### config.mk
export PLATFORM = sky130hd
export DESIGN_NAME = muldiv_sequencer
export DESIGN_NICKNAME = d
export VERILOG_FILES = /design/src/rtl/muldiv_sequencer.sv
export SDC_FILE = /design/constraint.sdc
export NUM_CORES = 1
export LEC_CHECK = 0
export ABC_AREA = 1
export BUFFER_PORTS_ARGS = -buffer_cell sky130_fd_sc_hd__buf_2
export CAP_MARGIN = 20
export CORE_AREA = 5 5 42 44
export CTS_BUF_LIST = sky130_fd_sc_hd__clkbuf_8
export DETAILED_ROUTE_END_ITERATION = 7
export DIE_AREA = 0 0 47 49
export GPL_TIMING_DRIVEN = 0
export PLACE_DENSITY = 0.67
export SLEW_MARGIN = 0
export SYNTH_ARGS = -nofsm -noshare
export SYNTH_HDL_FRONTEND = slang
export SYNTH_SLANG_ARGS = --single-unit
### constraint.sdc
create_clock -name clk -period 1.2 [get_ports clk]
set_clock_uncertainty 0.05 [all_clocks]
set_input_delay 0.18 -clock clk [delete_from_list [all_inputs] [get_ports clk]]
set_output_delay 0.18 -clock clk [all_outputs]
set_load 0.01 [all_outputs]
### src/rtl/muldiv_sequencer.sv
// Control sequencer for the HI/LO multiply/divide unit: launches the unit, waits for completion,
// writes HI/LO and signals done. Optional WAIT watchdog enabled by defining MULDIV_TIMEOUT_EN.
module muldiv_sequencer (
    input  logic       clk,
    input  logic       reset_in,
    input  logic       start,
    input  logic [1:0] op,
    input  logic       divisor_zero,
    input  logic       unit_done,
    output logic       busy,
    output logic       done,
    output logic       mult_control,
    output logic       DivOp,
    output logic       DivmOp,
    output logic       HI_reg_w,
    output logic       LO_reg_w,
    output logic       Mux_HILO,
    output logic       div_zero_exc,
    output logic       timeout_err
);

    typedef enum logic [2:0] {
        ST_IDLE,
        ST_LAUNCH,
        ST_WAIT,
        ST_WRITE,
        ST_DONE,
        ST_EXC,
        ST_TIMEOUT
    } state_t;

    typedef enum logic [1:0] {
        OP_MULT = 2'b00,
        OP_DIV  = 2'b01,
        OP_DIVM = 2'b10,
        OP_RSVD = 2'b11
    } op_t;

    state_t state, state_next;
    op_t    op_q, op_next;

    logic busy_d, done_d, mult_d, div_d, divm_d, hilo_w_d, mux_d, dze_d;
    logic hilo_w;

`ifdef MULDIV_TIMEOUT_EN
    logic [5:0] wd_cnt;
    logic       timeout_d;
`endif

    // NOTE: every variable gets a default before the case so no path leaves it unassigned,
    // which would otherwise infer a latch.
    always_comb begin
        state_next = state;
        op_next    = op_q;
        case (state)
            ST_IDLE: begin
                if (start && op != OP_RSVD) begin
                    if (op != OP_MULT && divisor_zero) begin
                        state_next = ST_EXC;
                    end else begin
                        state_next = ST_LAUNCH;
                        op_next    = op_t'(op);
                    end
                end
            end
            ST_LAUNCH: state_next = ST_WAIT;
            ST_WAIT: begin
                if (unit_done) begin
                    state_next = ST_WRITE;
`ifdef MULDIV_TIMEOUT_EN
                end else if (wd_cnt == 6'd63) begin
                    state_next = ST_TIMEOUT;
`endif
                end
            end
            ST_WRITE:   state_next = ST_DONE;
            ST_DONE:    state_next = ST_IDLE;
            ST_EXC:     state_next = ST_IDLE;
            ST_TIMEOUT: state_next = ST_IDLE;
            default:    state_next = ST_IDLE;
        endcase
    end

    // Outputs are decoded from the next state so the registered copies line up with the state.
    always_comb begin
        busy_d   = (state_next != ST_IDLE);
        mult_d   = (state_next == ST_LAUNCH) && (op_next == OP_MULT);
        div_d    = (state_next == ST_LAUNCH) && (op_next == OP_DIV);
        divm_d   = (state_next == ST_LAUNCH) && (op_next == OP_DIVM);
        hilo_w_d = (state_next == ST_WRITE);
        mux_d    = (state_next inside {ST_LAUNCH, ST_WAIT, ST_WRITE}) && (op_next != OP_MULT);
        done_d   = (state_next inside {ST_DONE, ST_EXC, ST_TIMEOUT});
        dze_d    = (state_next == ST_EXC);
`ifdef MULDIV_TIMEOUT_EN
        timeout_d = (state_next == ST_TIMEOUT);
`endif
    end

    // NOTE: state registers use non-blocking assignments so every flop samples pre-edge values.
    always_ff @(posedge clk) begin
        if (!reset_in) begin
            state        <= ST_IDLE;
            op_q         <= OP_MULT;
            busy         <= 1'b0;
            done         <= 1'b0;
            mult_control <= 1'b0;
            DivOp        <= 1'b0;
            DivmOp       <= 1'b0;
            hilo_w       <= 1'b0;
            Mux_HILO     <= 1'b0;
            div_zero_exc <= 1'b0;
        end else begin
            state        <= state_next;
            op_q         <= op_next;
            busy         <= busy_d;
            done         <= done_d;
            mult_control <= mult_d;
            DivOp        <= div_d;
            DivmOp       <= divm_d;
            hilo_w       <= hilo_w_d;
            Mux_HILO     <= mux_d;
            div_zero_exc <= dze_d;
        end
    end

    assign HI_reg_w = hilo_w;
    assign LO_reg_w = hilo_w;

`ifdef MULDIV_TIMEOUT_EN
    // Counter sits at zero outside WAIT, so it reads zero on the first WAIT cycle.
    always_ff @(posedge clk) begin
        if (!reset_in) begin
            wd_cnt      <= 6'd0;
            timeout_err <= 1'b0;
        end else begin
            wd_cnt      <= (state == ST_WAIT) ? wd_cnt + 6'd1 : 6'd0;
            timeout_err <= timeout_d;
        end
    end
`else
    assign timeout_err = 1'b0;
`endif

endmodule

Word level (Yosys, flattened, before mapping)
Index checks and enable logic that the tools add are counted.
{ "word_totals": {"reg_bits": 13, "inputBits": 7, "wordCells": 42} }
{ "classes": {"n_eq_ne": 12, "n_mux": 7, "reduce_logical": 13} }
{ "op_table": {"columns": ["cell", "n"], "rows": [
  ["$eq 3x2->1 const B", 4],
  ["$pmux 3 s4", 1],
  ["$eq 3x3->1 const B", 3],
  ["$mux 3", 3],
  ["$reduce_bool 3->1", 3],
  ["$eq 3x1->1 const B", 2],
  ["$logic_and 1x1->1", 6],
  ["$mux 2", 3],
  ["$reduce_bool 2->1", 2],
  ["$logic_not 3->1", 1],
  ["$eq 2x1->1 const B", 1],
  ["$eq 2x2->1 const B", 1],
  ["$logic_not 2->1", 1],
  ["$ne 2x2->1 const B", 1]
]} }

Logic depth before layout (Yosys ltp)
{ "logic_depth": {"ltp_word": 8, "ltp_mapped": 9, "mapped_depth_nobuf": 9} }

Worst setup path before layout
Ideal clock, no wire load.
{ "synth_timing": {"path_kind": "reg-to-reg", "start": "reg state[1]", "end": "reg Mux_HILO", "t_arrival_ps": 912, "t_required_ps": 1041, "path_slack_ps": 129, "path_stages_with_launch": 9, "path_buffers": 0, "cell_sequence": "dfxtp_1 -> nor2_2 -> nand2_1 -> nor2_4 -> nand3_1 -> nand2_2 -> nand2_2 -> nand2_1 -> inv_1"} }
{ "synth_between": {"elab_chain_cells": 5, "elab_cells_between_ends": 14} }
{ "synth_rtl": {"columns": ["item", "line", "text"], "rows": [
  ["start: declaration", "39", "state_t state, state_next;"],
  ["start signal: assignment", "113", "state <= state_next;"],
  ["$eq 3x2->1, or another cell as far along", "55", "case (state)"],
  ["$pmux 3 s4", "55", null],
  ["$eq 3x1->1 or $eq 3x2->1 (tied branches)", "91", "mux_d = (state_next inside {ST_LAUNCH, ST_WAIT, ST_WRITE}) && (op_next != OP_MULT);"],
  ["$reduce_bool 3->1", "91", null],
  ["$logic_and 1x1->1 *", "91", null],
  ["end signal: assignment", "121", "Mux_HILO <= mux_d;"],
  ["end: declaration", "17", "output logic Mux_HILO,"]
]} }
Every way passes the cells marked *; elsewhere a longest branch is shown, timed or not.
A chain may end at the register's enable or synchronous reset.

Final worst setup path
{ "layout_timing": {"start": "reg state[0]", "end": "reg Mux_HILO"} }
The elaborated chain is that of the path after synthesis.

==> qor.txt <==
Synth cell types: 15
CTS Hold Buffers Added: 0
Leakage: 0.405 nW
row count: 14
Core Area: 0.00140 mm^2
Critical Path Fanout Max: 4
Cell Chain, Critical Path: nor2_4 -> nand2_2 -> nor2_4 -> nand3_2 -> nand2_2 -> nand2_2 -> nand2_1 -> inv_1
H-tree depth: 1
Largest register FFs: 3
Initial Utilization: 0.393
Yosys top cell area share: 0.473
share of layout cells above drive strength 1: 0.398
diode count: 0
IO buf count: 15
Comb pwr share: 0.175
RSZ-0062 raised after global routing: true
critical path required time: 1.29 ns
cts bufs inserted: 3
first-pass GRT wire length: 1700 um
GRT Overall Usage: 0.0996
Tcrit/Tclk final: 0.953
die footprint: 0.00230 mm^2
via/cell ratio: 4.26
Worst Hold Class: input pin to flip-flop
FF+latch count, synth: 13
final-stage net count: 101
clock power share: 0.360
sequential share of the synthesized area: 0.473
critical path type: flip-flop to flip-flop
status: finished, final reports clean
via count of the first global-routing pass: 427
Worst VDD drop: 790 uV
max-cap violations: 0
CTS Buffer Depth: 2
initial antenna violation count: 0
total congestion overflow: 0
drt pass-1 iters: 2
final setup TNS: 0 ns
largest net degree at the start of global routing: 9
Syn Inst Count: 74
Largest regs: state x3, op_q x2
Startpoint Class: flip-flop
top post-synthesis cells by count: inv_1 (14), dfxtp_1 (13), nand2_1 (13)
CP most frequent cell: nand2_2
synthesized area: 551 um^2
slowest CP cell: dfxtp_4
ys flop type: dfxtp_1
yosys warns: 0
clk root buf: clkbuf_8
final hold slack: 0.173 ns
post-place instance area: 646 um^2
die height: 49 um
P&R area growth vs syn: 30.5%
DRT antenna net count: 0
leading area contributor after synthesis: dfxtp_1
DR iter-0 viols: 2
final number of setup-violating endpoints: 0
top-count cell post-synth: inv_1
P per Cell Area: 1430 mW/mm^2
Tmin final: 1.14 ns
cell area after layout: 718 um^2
Hold Vio Cnt, Final: 0
P_sw: 0.000269 W
die width: 47 um
Clock Sinks: 13
Post-synth ARST share: 0
drt wl/cell: 9.14 um
Design Power: 0.00103 W
largest stage delay on the critical path: 0.36 ns
Seq pwr share: 0.465
Clk pin slew, worst setup/hold paths: 0.05 ns
wirelength, routed: 996 um
Synthesized Nets: 81
Final Max Slew Viols: 0
P_int: 0.000759 W
Switching Share: 0.262
post-DP HPWL: 792 um
CTS tree: done
# DRC: 0
GP Congestion: 0.763
endpoint type of the worst setup path: flip-flop
CP Data Arrival Time: 1.23 ns
Area contributors post-synth: dfxtp_1 (47%), inv_1 (9.5%), nand2_1 (8.9%)
Biggest register: state
Post-synth EDFFs: 0
Vias: 464
io pins: 17
Worst-Skew Late Latency: 0.24 ns
Max Fclk: 874 MHz
Avg Inst Size Synth: 7.44 um^2
## power groups by stage
stage	logic, W	clock network (W)	registers, W
after floorplan	0.000110	0	0.000492
after global placement	0.000167	0	0.000483
after detailed placement	0.000169	0	0.000484
after CTS	0.000170	0.000384	0.000474
after global routing	0.000205	0.000415	0.000481
final	0.000180	0.000370	0.000478
## stage by stage
| step | worst slack, ns | utilization | cells |
|---|---|---|---|
| after floorplan | 0.129 | - | 74 |
| after global placement | 0.0714 | 0.461 | 105 |
| after detailed placement | 0.0490 | 0.461 | 105 |
| after CTS | 0.0378 | 0.493 | 109 |
| after global routing | -0.0271 | 0.513 | 109 |
| final | 0.0561 | 0.513 | 109 |
## critical path: cells and delay by family (launching register included)
| family | cells | cell delay, ns |
|---|---|---|
| buf+inv | 1 | 0.03 |
| simple gates | 7 | 0.59 |
| flops | 1 | 0.36 |
## final timing paths
check / start / end / slack [ns] / depth (start not counted)
setup / recovery: state[0]$_SDFF_PN0_ / Mux_HILO$_SDFF_PN0_ / 0.06 / 8
hold / removal: reset_in / busy$_SDFF_PN0_ / 0.17 / 3
setup reg to reg: state[0]$_SDFF_PN0_ / Mux_HILO$_SDFF_PN0_ / 0.06 / 8
hold reg to reg: op_q[1]$_SDFF_PN0_ / op_q[1]$_SDFF_PN0_ / 0.50 / 4
## layout by cell type (no fill, tap or decap)
| master | instances |
|---|---|
| o21ai_4 | 1 |
| conb_1 | 1 |
| nor3_1 | 2 |
| nand3_2 | 3 |
| nand3_1 | 4 |
| dfxtp_2 | 1 |
| nand2_2 | 6 |
| nor2_1 | 10 |
| inv_1 | 15 |
| a21oi_1 | 2 |
| dfxtp_1 | 11 |
| buf_4 | 2 |
| nand2_1 | 11 |
| nor2_2 | 2 |
| clkbuf_8 | 3 |
| inv_2 | 1 |
| buf_2 | 15 |
| nor2_4 | 2 |
| dfxtp_4 | 1 |
## kinds of logic (layout without fill, tap and decap cells)
family,count (synthesis),count (layout),share of synthesized area
buffers and inverters,17,36,0.130
other,1,1,0.00681
AO/OA/AOI/OAI,3,3,0.0477
flip-flops,13,13,0.473
AND/OR/NAND/NOR,40,40,0.343
## cell type report
type                    count  area (um^2)
flip-flops and latches     13          265
repair buffers             15         75.1
fillers                   153          683
inverters                  15         56.3
clock buffers               3         41.3
plain buffers               2         15.0
well taps                  16         20.0
multi-input cells          44          241
clock inverters             1         3.75
## routing by layer
layer  global-route usage  up-vias  routed length [um]
li1                     -      255                   -
met1                0.124      196                 433
met2                0.145       11                 474
met3               0.0332        2                  72
met4               0.0553        0                  14
met5                    0        -                   0
## repair_timing
item                       CTS  global route
setup buffers                0             0
resized for setup            0             9
setup endpoints to repair    0             2
No activity file was read; power rests on OpenSTA's default activity.
